==> src/rtl/atmega_uart_bus_bridge.sv <==
// UART debug initiator for the ATMEGA IO bus.
// Host sends 'W' addr data (write, ACK reply) or 'R' addr (read, data reply).
module atmega_uart_bus_bridge #(
    parameter int         BUS_ADDR_DATA_LEN = 8,
    parameter int         CLK_DIV           = 868,
    parameter int         TIMEOUT_BITS      = 32,
    parameter logic [7:0] ACK_BYTE          = 8'h4B
) (
    input  logic                         clk_i,
    input  logic                         rst_n_i,
    input  logic                         rx_i,
    output logic                         tx_o,
    output logic [BUS_ADDR_DATA_LEN-1:0] addr_o,
    output logic                         wr_o,
    output logic                         rd_o,
    output logic [7:0]                   bus_o,
    input  logic [7:0]                   bus_i,
    output logic                         busy_o,
    output logic                         err_o
);

    localparam int CNT_W    = $clog2(CLK_DIV);
    localparam int TO_LIMIT = CLK_DIV * TIMEOUT_BITS;
    localparam int TO_W     = $clog2(TO_LIMIT);

    localparam logic [CNT_W-1:0] CNT_ZERO  = {CNT_W{1'b0}};
    localparam logic [CNT_W-1:0] CNT_ONE   = {{(CNT_W-1){1'b0}}, 1'b1};
    localparam logic [CNT_W-1:0] DIV_LOAD  = CNT_W'(CLK_DIV - 1);
    localparam logic [CNT_W-1:0] HALF_LOAD = CNT_W'(CLK_DIV / 2 - 1);
    localparam logic [TO_W-1:0]  TO_ZERO   = {TO_W{1'b0}};
    localparam logic [TO_W-1:0]  TO_ONE    = {{(TO_W-1){1'b0}}, 1'b1};
    localparam logic [TO_W-1:0]  TO_LAST   = TO_W'(TO_LIMIT - 1);

    typedef enum logic [1:0] {RX_IDLE, RX_START, RX_DATA, RX_STOP} rx_state_t;
    typedef enum logic [2:0] {
        ST_CMD, ST_ADDR, ST_WDATA, ST_EXEC_WR, ST_EXEC_RD, ST_REPLY
    } state_t;

    logic [1:0]       r_rx_sync;
    logic             r_rx_prev;
    rx_state_t        r_rx_state, w_rx_state_nxt;
    logic [CNT_W-1:0] r_rx_cnt, w_rx_cnt_nxt;
    logic [2:0]       r_rx_bits, w_rx_bits_nxt;
    logic [7:0]       r_rx_shift, w_rx_shift_nxt;
    logic             r_byte_vld, w_byte_vld_nxt;
    logic             r_frm_err, w_frm_err_nxt;
    logic             w_rx_bit;

    state_t                       r_state, w_state_nxt;
    logic                         r_mode_rd;
    logic [BUS_ADDR_DATA_LEN-1:0] r_addr;
    logic [7:0]                   r_wdata;
    logic [7:0]                   r_reply;
    logic [TO_W-1:0]              r_to_cnt;
    logic                         r_wr, r_rd, r_err, r_busy;
    logic                         w_err_nxt, w_tx_load, w_to_exp, w_to_state;
    logic [7:0]                   w_tx_data;

    logic             r_tx_busy, r_tx;
    logic [CNT_W-1:0] r_tx_cnt;
    logic [3:0]       r_tx_bit;
    logic [9:0]       r_tx_shift;
    logic             w_tx_last, w_tx_busy_nxt;

    assign w_rx_bit = r_rx_sync[1];

    // Synchroniser and RX frame registers
    always_ff @(posedge clk_i) begin
        if (!rst_n_i) begin
            r_rx_sync  <= 2'b11;
            r_rx_prev  <= 1'b1;
            r_rx_state <= RX_IDLE;
            r_rx_cnt   <= CNT_ZERO;
            r_rx_bits  <= 3'd0;
            r_rx_shift <= 8'h00;
            r_byte_vld <= 1'b0;
            r_frm_err  <= 1'b0;
        end else begin
            r_rx_sync  <= {r_rx_sync[0], rx_i};
            r_rx_prev  <= r_rx_sync[1];
            r_rx_state <= w_rx_state_nxt;
            r_rx_cnt   <= w_rx_cnt_nxt;
            r_rx_bits  <= w_rx_bits_nxt;
            r_rx_shift <= w_rx_shift_nxt;
            r_byte_vld <= w_byte_vld_nxt;
            r_frm_err  <= w_frm_err_nxt;
        end
    end

    // RX next-state: mid-bit sampling driven by a down-counter
    always_comb begin
        w_rx_state_nxt = r_rx_state;
        w_rx_cnt_nxt   = r_rx_cnt;
        w_rx_bits_nxt  = r_rx_bits;
        w_rx_shift_nxt = r_rx_shift;
        w_byte_vld_nxt = 1'b0;
        w_frm_err_nxt  = 1'b0;
        case (r_rx_state)
            RX_IDLE: begin
                if (r_rx_prev && !w_rx_bit) begin
                    w_rx_state_nxt = RX_START;
                    w_rx_cnt_nxt   = HALF_LOAD;
                end else begin
                    w_rx_cnt_nxt = CNT_ZERO;
                end
            end
            RX_START: begin
                if (r_rx_cnt != CNT_ZERO) begin
                    w_rx_cnt_nxt = r_rx_cnt - CNT_ONE;
                end else if (!w_rx_bit) begin
                    w_rx_state_nxt = RX_DATA;
                    w_rx_cnt_nxt   = DIV_LOAD;
                    w_rx_bits_nxt  = 3'd0;
                end else begin
                    w_rx_state_nxt = RX_IDLE;
                end
            end
            RX_DATA: begin
                if (r_rx_cnt != CNT_ZERO) begin
                    w_rx_cnt_nxt = r_rx_cnt - CNT_ONE;
                end else begin
                    w_rx_shift_nxt = {w_rx_bit, r_rx_shift[7:1]};
                    w_rx_cnt_nxt   = DIV_LOAD;
                    if (r_rx_bits == 3'd7) begin
                        w_rx_state_nxt = RX_STOP;
                    end else begin
                        w_rx_bits_nxt = r_rx_bits + 3'd1;
                    end
                end
            end
            RX_STOP: begin
                if (r_rx_cnt != CNT_ZERO) begin
                    w_rx_cnt_nxt = r_rx_cnt - CNT_ONE;
                end else begin
                    w_byte_vld_nxt = w_rx_bit;
                    w_frm_err_nxt  = !w_rx_bit;
                    w_rx_state_nxt = RX_IDLE;
                end
            end
            default: w_rx_state_nxt = RX_IDLE;
        endcase
    end

    assign w_to_state = (r_state == ST_ADDR) || (r_state == ST_WDATA);
    assign w_to_exp   = w_to_state && !r_byte_vld && (r_to_cnt == TO_LAST);

    // Parser next-state; errors are OR-ed so coincident causes give one pulse
    always_comb begin
        w_state_nxt = r_state;
        w_err_nxt   = 1'b0;
        w_tx_load   = 1'b0;
        w_tx_data   = r_reply;
        if (r_frm_err || w_to_exp) begin
            w_err_nxt   = 1'b1;
            w_state_nxt = ST_CMD;
        end else begin
            case (r_state)
                ST_CMD: begin
                    if (r_byte_vld && (r_rx_shift == 8'h57 || r_rx_shift == 8'h52)) begin
                        w_state_nxt = ST_ADDR;
                    end else begin
                        w_err_nxt = r_byte_vld;
                    end
                end
                ST_ADDR: begin
                    if (r_byte_vld) begin
                        w_state_nxt = r_mode_rd ? ST_EXEC_RD : ST_WDATA;
                    end else begin
                        w_state_nxt = ST_ADDR;
                    end
                end
                ST_WDATA: begin
                    if (r_byte_vld) begin
                        w_state_nxt = ST_EXEC_WR;
                    end else begin
                        w_state_nxt = ST_WDATA;
                    end
                end
                ST_EXEC_WR, ST_EXEC_RD: begin
                    // Launch the reply straight away when TX is free so the
                    // start bit follows the strobe by one cycle.
                    w_tx_data = (r_state == ST_EXEC_RD) ? bus_i : ACK_BYTE;
                    w_tx_load = !r_tx_busy;
                    w_state_nxt = r_tx_busy ? ST_REPLY : ST_CMD;
                end
                ST_REPLY: begin
                    w_err_nxt = r_byte_vld;
                    if (!r_tx_busy) begin
                        w_tx_load   = 1'b1;
                        w_state_nxt = ST_CMD;
                    end else begin
                        w_state_nxt = ST_REPLY;
                    end
                end
                default: w_state_nxt = ST_CMD;
            endcase
        end
    end

    assign w_tx_last     = (r_tx_cnt == CNT_ZERO) && (r_tx_bit == 4'd9);
    assign w_tx_busy_nxt = w_tx_load || (r_tx_busy && !w_tx_last);

    // Parser state, latched fields, timeout and registered outputs
    always_ff @(posedge clk_i) begin
        if (!rst_n_i) begin
            r_state   <= ST_CMD;
            r_mode_rd <= 1'b0;
            r_addr    <= {BUS_ADDR_DATA_LEN{1'b0}};
            r_wdata   <= 8'h00;
            r_reply   <= 8'h00;
            r_to_cnt  <= TO_ZERO;
            r_wr      <= 1'b0;
            r_rd      <= 1'b0;
            r_err     <= 1'b0;
            r_busy    <= 1'b0;
        end else begin
            r_state <= w_state_nxt;
            r_wr    <= (w_state_nxt == ST_EXEC_WR);
            r_rd    <= (w_state_nxt == ST_EXEC_RD);
            r_err   <= w_err_nxt;
            r_busy  <= (w_state_nxt != ST_CMD) || w_tx_busy_nxt;
            if (r_state == ST_CMD && r_byte_vld) begin
                r_mode_rd <= (r_rx_shift == 8'h52);
            end
            if (r_state == ST_ADDR && r_byte_vld) begin
                r_addr <= r_rx_shift[BUS_ADDR_DATA_LEN-1:0];
            end
            if (r_state == ST_WDATA && r_byte_vld) begin
                r_wdata <= r_rx_shift;
            end
            if (r_state == ST_EXEC_WR || r_state == ST_EXEC_RD) begin
                r_reply <= w_tx_data;
            end
            r_to_cnt <= (w_to_state && !r_byte_vld) ? r_to_cnt + TO_ONE : TO_ZERO;
        end
    end

    // TX shifter: start, 8 data bits LSB first, stop
    always_ff @(posedge clk_i) begin
        if (!rst_n_i) begin
            r_tx_busy  <= 1'b0;
            r_tx       <= 1'b1;
            r_tx_cnt   <= CNT_ZERO;
            r_tx_bit   <= 4'd0;
            r_tx_shift <= 10'h3FF;
        end else if (w_tx_load) begin
            r_tx_busy  <= 1'b1;
            r_tx       <= 1'b0;
            r_tx_cnt   <= DIV_LOAD;
            r_tx_bit   <= 4'd0;
            r_tx_shift <= {1'b1, w_tx_data, 1'b0};
        end else if (r_tx_busy) begin
            if (r_tx_cnt != CNT_ZERO) begin
                r_tx_cnt <= r_tx_cnt - CNT_ONE;
            end else if (r_tx_bit == 4'd9) begin
                r_tx_busy <= 1'b0;
                r_tx      <= 1'b1;
            end else begin
                r_tx_bit   <= r_tx_bit + 4'd1;
                r_tx       <= r_tx_shift[1];
                r_tx_shift <= {1'b1, r_tx_shift[9:1]};
                r_tx_cnt   <= DIV_LOAD;
            end
        end
    end

    assign tx_o   = r_tx;
    assign addr_o = r_addr;
    assign wr_o   = r_wr;
    assign rd_o   = r_rd;
    assign bus_o  = r_wdata;
    assign busy_o = r_busy;
    assign err_o  = r_err;

endmodule

==> config.mk <==
export PLATFORM = sky130hd
export DESIGN_NAME = atmega_uart_bus_bridge
export DESIGN_NICKNAME = d
export VERILOG_FILES = /design/src/rtl/atmega_uart_bus_bridge.sv
export SDC_FILE = /design/constraint.sdc
export NUM_CORES = 1
export LEC_CHECK = 0
export BUFFER_PORTS_ARGS = -buffer_cell sky130_fd_sc_hd__buf_2
export CELL_PAD_IN_SITES_DETAIL_PLACEMENT = 1
export CELL_PAD_IN_SITES_GLOBAL_PLACEMENT = 1
export CORE_MARGIN = 2
export CORE_UTILIZATION = 43
export CTS_BUF_LIST = sky130_fd_sc_hd__clkbuf_8
export DETAILED_ROUTE_END_ITERATION = 6
export GPL_ROUTABILITY_DRIVEN = 0
export HOLD_SLACK_MARGIN = 0.15
export PLACE_DENSITY = 0.75
export SYNTH_ARGS = -nofsm -noshare
export SYNTH_HDL_FRONTEND = slang
export SYNTH_SLANG_ARGS = --single-unit
==> constraint.sdc <==
create_clock -name clk_i -period 2.1 [get_ports clk_i]
set_input_delay 0.105 -clock clk_i [delete_from_list [all_inputs] [get_ports clk_i]]
set_output_delay 0.105 -clock clk_i [all_outputs]
set_load 0.01 [all_outputs]
==> results of run 1 <==
[placed cells by master (no fill, tap or decap), types with 20 or more instances in the layout]
master    n
dfxtp_1  98
nor2_1   32
a21oi_1  54
nor3_1   22
buf_2    31
nand3_1  24
nand2_1  61
buf_4    47
inv_1    20
[worst paths after layout]
| path | start | to | slack [ns] | cells after the start |
|---|---|---|---|---|
| worst max register to register | r_tx_cnt[5] | r_tx_shift[6] | 0.02 | 5 |
| worst max-delay path | r_tx_cnt[5] | r_tx_shift[6] | 0.02 | 5 |
| worst min register to register | r_rx_sync[0] | r_rx_sync[1] | 0.41 | 1 |
| worst min-delay path | r_rx_sync[0] | r_rx_sync[1] | 0.41 | 1 |
[flip-flops by register name, summed over array words and instances, names as in the netlist, 2 cells and up, named ones only]
register    count
r_to_cnt       15
r_state         3
r_tx_bit        4
r_rx_shift      8
r_tx_shift      8
r_tx_cnt       10
bus_o           8
addr_o          8
r_rx_cnt       10
r_rx_sync       2
r_rx_bits       3
r_reply         8
[timing repair]
| item | in CTS | in global routing |
|---|---|---|
| endpoints found under the hold margin | 15 | 0 |
| resized for setup | 3 | 11 |
| pin swaps | 1 | 5 |
| hold buffers | 11 | 0 |
| endpoints found under the setup margin | 11 | 20 |
| setup buffers | 0 | 2 |
[cell type report]
cell class	instances	area share
clock inverters	6	0.0196
inverters	19	0.0125
flip-flops and latches	99	0.349
repair buffers	91	0.114
clock buffers	10	0.0242
well taps	140	0.0308
multi-input cells	404	0.450
[cell usage after synthesis (3+ instances only)]
cell type | number | area [µm²]
xnor2_1 | 16 | 140
ha_1 | 12 | 150
o31ai_1 | 4 | 30.0
or2_2 | 4 | 25.0
o22ai_1 | 6 | 37.5
nor3b_1 | 4 | 30.0
o21bai_1 | 4 | 30.0
a311oi_1 | 5 | 43.8
nand2b_1 | 10 | 62.6
nand4_1 | 9 | 56.3
clkbuf_1 | 25 | 93.8
a31oi_1 | 3 | 18.8
nand2_1 | 61 | 229
a211oi_1 | 7 | 52.6
nor2b_1 | 3 | 18.8
nor2_1 | 32 | 120
xor2_1 | 4 | 35.0
inv_1 | 19 | 71.3
a2bb2oi_1 | 6 | 52.6
nor3_1 | 22 | 110
o21ai_0 | 16 | 80.1
a22oi_1 | 4 | 30.0
buf_2 | 4 | 20.0
or4_1 | 6 | 45.0
and3_1 | 5 | 31.3
nor4b_1 | 6 | 52.6
nand3_1 | 24 | 120
o21ai_1 | 4 | 20.0
nand4b_1 | 3 | 26.3
nand3b_1 | 5 | 37.5
nor4_1 | 12 | 75.1
o21a_1 | 4 | 30.0
dfxtp_1 | 99 | 1980
a21oi_1 | 56 | 280
mux2i_1 | 6 | 60.1
or3_1 | 7 | 43.8
[metrics by stage]
step	util	hold slack, ns
floorplan	-	0.206
global placement	0.491	0.292
detailed placement	0.491	0.295
CTS	0.526	0.419
global route	0.531	0.462
finish	0.531	0.415
[critical path: stages (launching register included)]
cell and delay [ns]:
dfxtp_1 0.32, or4_4 0.55, or4_4 0.62, buf_4 0.17, a211oi_2 0.21, o21ai_1 0.08
[power groups by stage]
stage                     logic, mW  clock network, mW  registers [mW]
after floorplan               0.887                  0            2.03
after global placement         1.39                  0            2.02
after global routing           1.76               1.63            1.99
after CTS                      1.53               1.57            1.98
after detailed placement       1.44                  0            2.03
final                          1.62               1.52            1.99
[layer usage]
layer  up-vias  global-route usage  part of all wire
li1       2162                   -                 -
met1      2186               0.285              0.45
met2        61               0.418              0.50
met3        14              0.0512             0.029
met4         0              0.0769             0.016
met5         -                   0                 0
[kinds of logic after synthesis]
kind of cell / after synthesis
buffers and inverters: 49
multiplexers: 6
AO/OA/AOI/OAI: 139
flip-flops: 99
XOR/XNOR: 20
adder cells (fa/ha/maj): 12
AND/OR/NAND/NOR: 227
==> impl_metrics.yaml, run 1 <==
power_and_ir_drop:
  irDropWorstVdd_mv: 0.804
  switching_share: 0.319
  combPwrFrac: 0.316
  power_density_mw_per_mm2: 901
  switching_power_mw: 1.63
  power.total_mw: 5.12
  power.share.sequential: 0.388
  intPower_mw: 3.49
  clkPwrFrac: 0.296
  power.leakage_nw: 2.16
sta:
  fin_setup_tns_ns: 0
  tightest_slew_ns: 0.532
  period_share: 0.988
  setup-violations-final: 0
  hold_violations: 0
  slew_viol_final: 0
  fmax_mhz: 482
  final_period_minus_worst_setup_slack_ns: 2.08
  layout_setup_ws_ns: 0.0250
  slew-limit-headroom: 0.644
  fin_skew_ns: 0.0121
final_layout:
  fin_cells: 769
  drive_gt1_frac: 0.189
  antenna_cells: 0
  fillCellCount: 1294
  regArea_mm2: 0.00198
  multi_input_area_mm2: 0.00255
  area_growth_pct: 21.7
  finish.net_count: 647
  finalInstanceArea_mm2: 0.00568
synthesis:
  syn_area_mm2: 0.00467
  synth_top_family_by_area: "simple AND/OR/NAND/NOR gates"
  synth_compound_area_frac: 0.191
  ys_seq_elements: 99
  synth_simple_gate_area_frac: 0.261
  yosys_warnings: 0
  yosysSeqAreaShare: 0.425
  synth-edff-count: 0
  synthAdderAreaFrac: 0.0322
  postSynthAreaPerCell_um2: 8.46
  synth_cells: 552
  postSynth.topFlopCell: "dfxtp_1"
  synth_mux_area_frac: 0.0129
  synth.distinct_cells: 63
  synthXorXnorAreaFrac: 0.0375
  synth_fp_nets: 575
  async_reset_ff_frac: 0
clocking:
  path_clk_slew_ns: 0.09
  clkLatencyLatePin_ns: 0.40
  clock_path_buffers: 2
  h-tree-depth: 3
  cts_buffers: 9
  cts_tree: "yes"
  root_buffer: "clkbuf_8"
  cts_sinks: 99
global_route:
  grt_max_degree: 47
  antenna_found_initial: 0
  grt_overflow_total: 0
  grt_pass1_vias: 4515
  grtUsageTotal: 0.237
  grt_pass1_wl_mm: 21.8
status:
  status: "complete, no violations"
worst_setup_path:
  cp.required_ns: 2.38
  cp-start-kind: "register"
  critical_path.max_fanout: 8
  crit_arrival_ns: 2.35
  worstSetupPathType: "register to register"
  crit_path_end_kind: "register"
die:
  die_y_um: 108
  rows: 38
  io_pins: 32
  die_x_um: 108
  core_area_mm2: 0.0107
  die_area_mm2: 0.0117
  initial_utilization: 0.436
worst_hold_path:
  min_path_type: "register to register"
routing:
  vias: 4423
  drt_wl_total_mm: 13.2
  drc_errors: 0
  viasPerCell: 5.75
  drt_first_pass_iters: 4
  drt-initial-drc-count: 140
  ant_nets: 0
  routedWlPerCell_um: 17.2
placement:
  port_buffers: 31
  pre_cts_ws_ns: -0.110
  placed_cells: 740
  dpl_cell_area_mm2: 0.00525
  hpwlAfterDp_mm: 9.07
flow_run:
  maxCapViolCount: 0
Note: power is estimated with default switching activity, not from simulation.
==> run 2: changes to the inputs <==
- CORE_UTILIZATION: 43 -> 41
- CTS_BUF_LIST: sky130_fd_sc_hd__clkbuf_8 -> sky130_fd_sc_hd__clkbuf_16
- GPL_TIMING_DRIVEN: not set -> 0
- PLACE_DENSITY: 0.75 -> 0.72
==> run 2 against run 1 <==
Effect of this change: via count down 0.70%; power up 17%; non-clock buffer count down 3; first-iteration DRC count up 22%; sequential power about the same; largest cell class unchanged; sequential share of layout area down 0.98 points; hold slack worse by 0.22 ns; combinational power up 16%; critical path depth unchanged; fmax down 0.75%; global-route usage down 1.4 points; highest routed layer unchanged.
==> impl_metrics.yaml, run 2 (synthesis gave the netlist of run 1 again) <==
status:
  status: "complete, no violations"
final_layout:
  finalInstanceArea_mm2: 0.00591
  mostFrequentLayoutCell: "dfxtp_1"
  drive_gt1_frac: 0.205
  mostFrequentLayoutCells: "92 x dfxtp_1, 60 x nand2_1, 53 x a21oi_1, 32 x nor2_1, 32 x buf_2"
  finish.net_count: 644
  reg_top3: "r_to_cnt (15), r_rx_cnt (10), r_tx_cnt (10)"
  regMostFlops: "r_to_cnt"
  area_growth_pct: 26.5
  largest_reg_flops: 15
  antenna_cells: 0
placement:
  hpwlAfterDp_mm: 9.15
  port_buffers: 31
  dpl_cell_area_mm2: 0.00500
worst_setup_path:
  critPathLaunch: "r_tx_cnt[3]"
  critical_path.max_fanout: 6
  critPathTopFamily: "simple AND/OR/NAND/NOR gates"
  cp.required_ns: 2.31
  worstSetupPathType: "register to register"
  r2r_start: "r_tx_cnt[3]"
  r2r_slack_ns: 0.009
  cp_slowest_stage_delay_ns: 0.62
  critical_path_buf_inv_count: 1
  crit_path_top_delay_cell: "or4_4"
  crit_arrival_ns: 2.30
  crit_chain: "or4_4, or4_4, buf_8, a211oi_2, o21ai_1"
  worst_path_most_repeated_cell: "or4_4"
  crit_path_end_kind: "register"
  cp-start-kind: "register"
global_route:
  grt_pass1_vias: 4458
  antenna_found_initial: 0
  grt_overflow_total: 0
  grtUsageTotal: 0.222
  grt_pass1_wl_mm: 22.5
  grt_max_degree: 16
routing:
  viasPerCell: 5.74
  vias: 4392
  drt_wl_total_mm: 14.0
  drt-initial-drc-count: 171
  drt_first_pass_iters: 4
  ant_nets: 0
  drc_errors: 0
  routedWlPerCell_um: 18.2
sta:
  setup-violations-final: 0
  tightest_slew_ns: 0.714
  slew-limit-headroom: 0.512
  grt_setup_unrepaired: "true"
  period_share: 0.996
  slew_viol_final: 0
  hold_violations: 0
  fin_skew_ns: 0.00532
  fmax_mhz: 478
  final_period_minus_worst_setup_slack_ns: 2.09
  fin_hold_ws_ns: 0.199
clocking:
  path_clk_slew_ns: 0.06
  h-tree-depth: 3
  root_buffer: "clkbuf_16"
  cts_tree: "yes"
  cts_sinks: 99
  cts_buffers: 9
  clkLatencyLatePin_ns: 0.35
  clock_path_buffers: 2
power_and_ir_drop:
  power.share.sequential: 0.336
  power.leakage_nw: 2.19
  combPwrFrac: 0.314
  switching_share: 0.297
  power.total_mw: 5.99
  clkPwrFrac: 0.350
  irDropWorstVdd_mv: 1.18
  intPower_mw: 4.22
  power_density_mw_per_mm2: 1010
  switching_power_mw: 1.78
die:
  io_pins: 32
  die_x_um: 111
  core_area_mm2: 0.0110
  rows: 38
  die_y_um: 111
  die_area_mm2: 0.0123
  initial_utilization: 0.425
worst_hold_path:
  min_path_type: "input pin to register"
  hp-start: "bus_i[6]"
flow_run:
  maxCapViolCount: 0
[run 2: changes by cell type in the layout (fill, tap and decap cells not counted), sizes merged]
cell | before | now
buf | 80 | 58
dlygate4sd3 | 11 | 8
inv | 21 | 20
bufinv | 3 | 5
clkbuf | 10 | 31
clkinv | 1 | 0
[run 2: per-layer routing]
metal	vias up	global-route usage	part of all wire
met1	2160	0.274	0.44
met5	-	0	0
li1	2158	-	-
met3	16	0.0388	0.026
met4	0	0.0700	0.017
met2	58	0.394	0.51
[run 2: metrics by stage]
stage / setup slack [ns] / TNS, ns / std cells / util
after floorplan: 0.00919 / 0 / 552 / -
after global placement: -0.503 / -9.77 / 723 / 0.456
after detailed placement: -0.524 / -11.98 / 723 / 0.456
after CTS: -0.0593 / -0.204 / 754 / 0.517
after global routing: -0.0326 / -0.117 / 765 / 0.538
final: 0.00932 / 0 / 765 / 0.538
[run 2: final timing paths]
path | to | cells past startpoint
min reg2reg | r_rx_sync[1] | 1
min | r_reply[6] | 3
max | r_tx_shift[6] | 5
max reg2reg | r_tx_shift[6] | 5
[run 2: what timing repair did]
item,4_1_cts,5_1_grt
resized for setup,32,45
gates cloned,1,1
setup endpoints to repair,47,55
hold buffers,8,0
setup buffers,10,12
endpoints found under the hold margin,8,0
pin swaps,11,15
[run 2: power by group through the flow]
| stage | combinational [mW] | clock, mW | sequential [mW] |
|---|---|---|---|
| floorplan | 0.887 | 0 | 2.03 |
| global placement | 1.13 | 0 | 2.04 |
| detailed placement | 1.18 | 0 | 2.05 |
| CTS | 1.41 | 2.15 | 2.00 |
| global route | 2.02 | 2.20 | 2.03 |
| finish | 1.88 | 2.10 | 2.01 |
[run 2: worst min-delay path: stages]
cell and delay, ns:
buf_2 0.10, a22oi_1 0.10, a21oi_1 0.18
[run 2: area by class of cell]
cell class                 count  area, µm²
tap                          140        175
clock buffer                   9        225
inverter                      19       73.8
buffer                        25        119
fill                        1291       5080
clock inverter                 6        154
timing repair buffer          63        448
multi-input combinational    404       2710
sequential                    99       2000
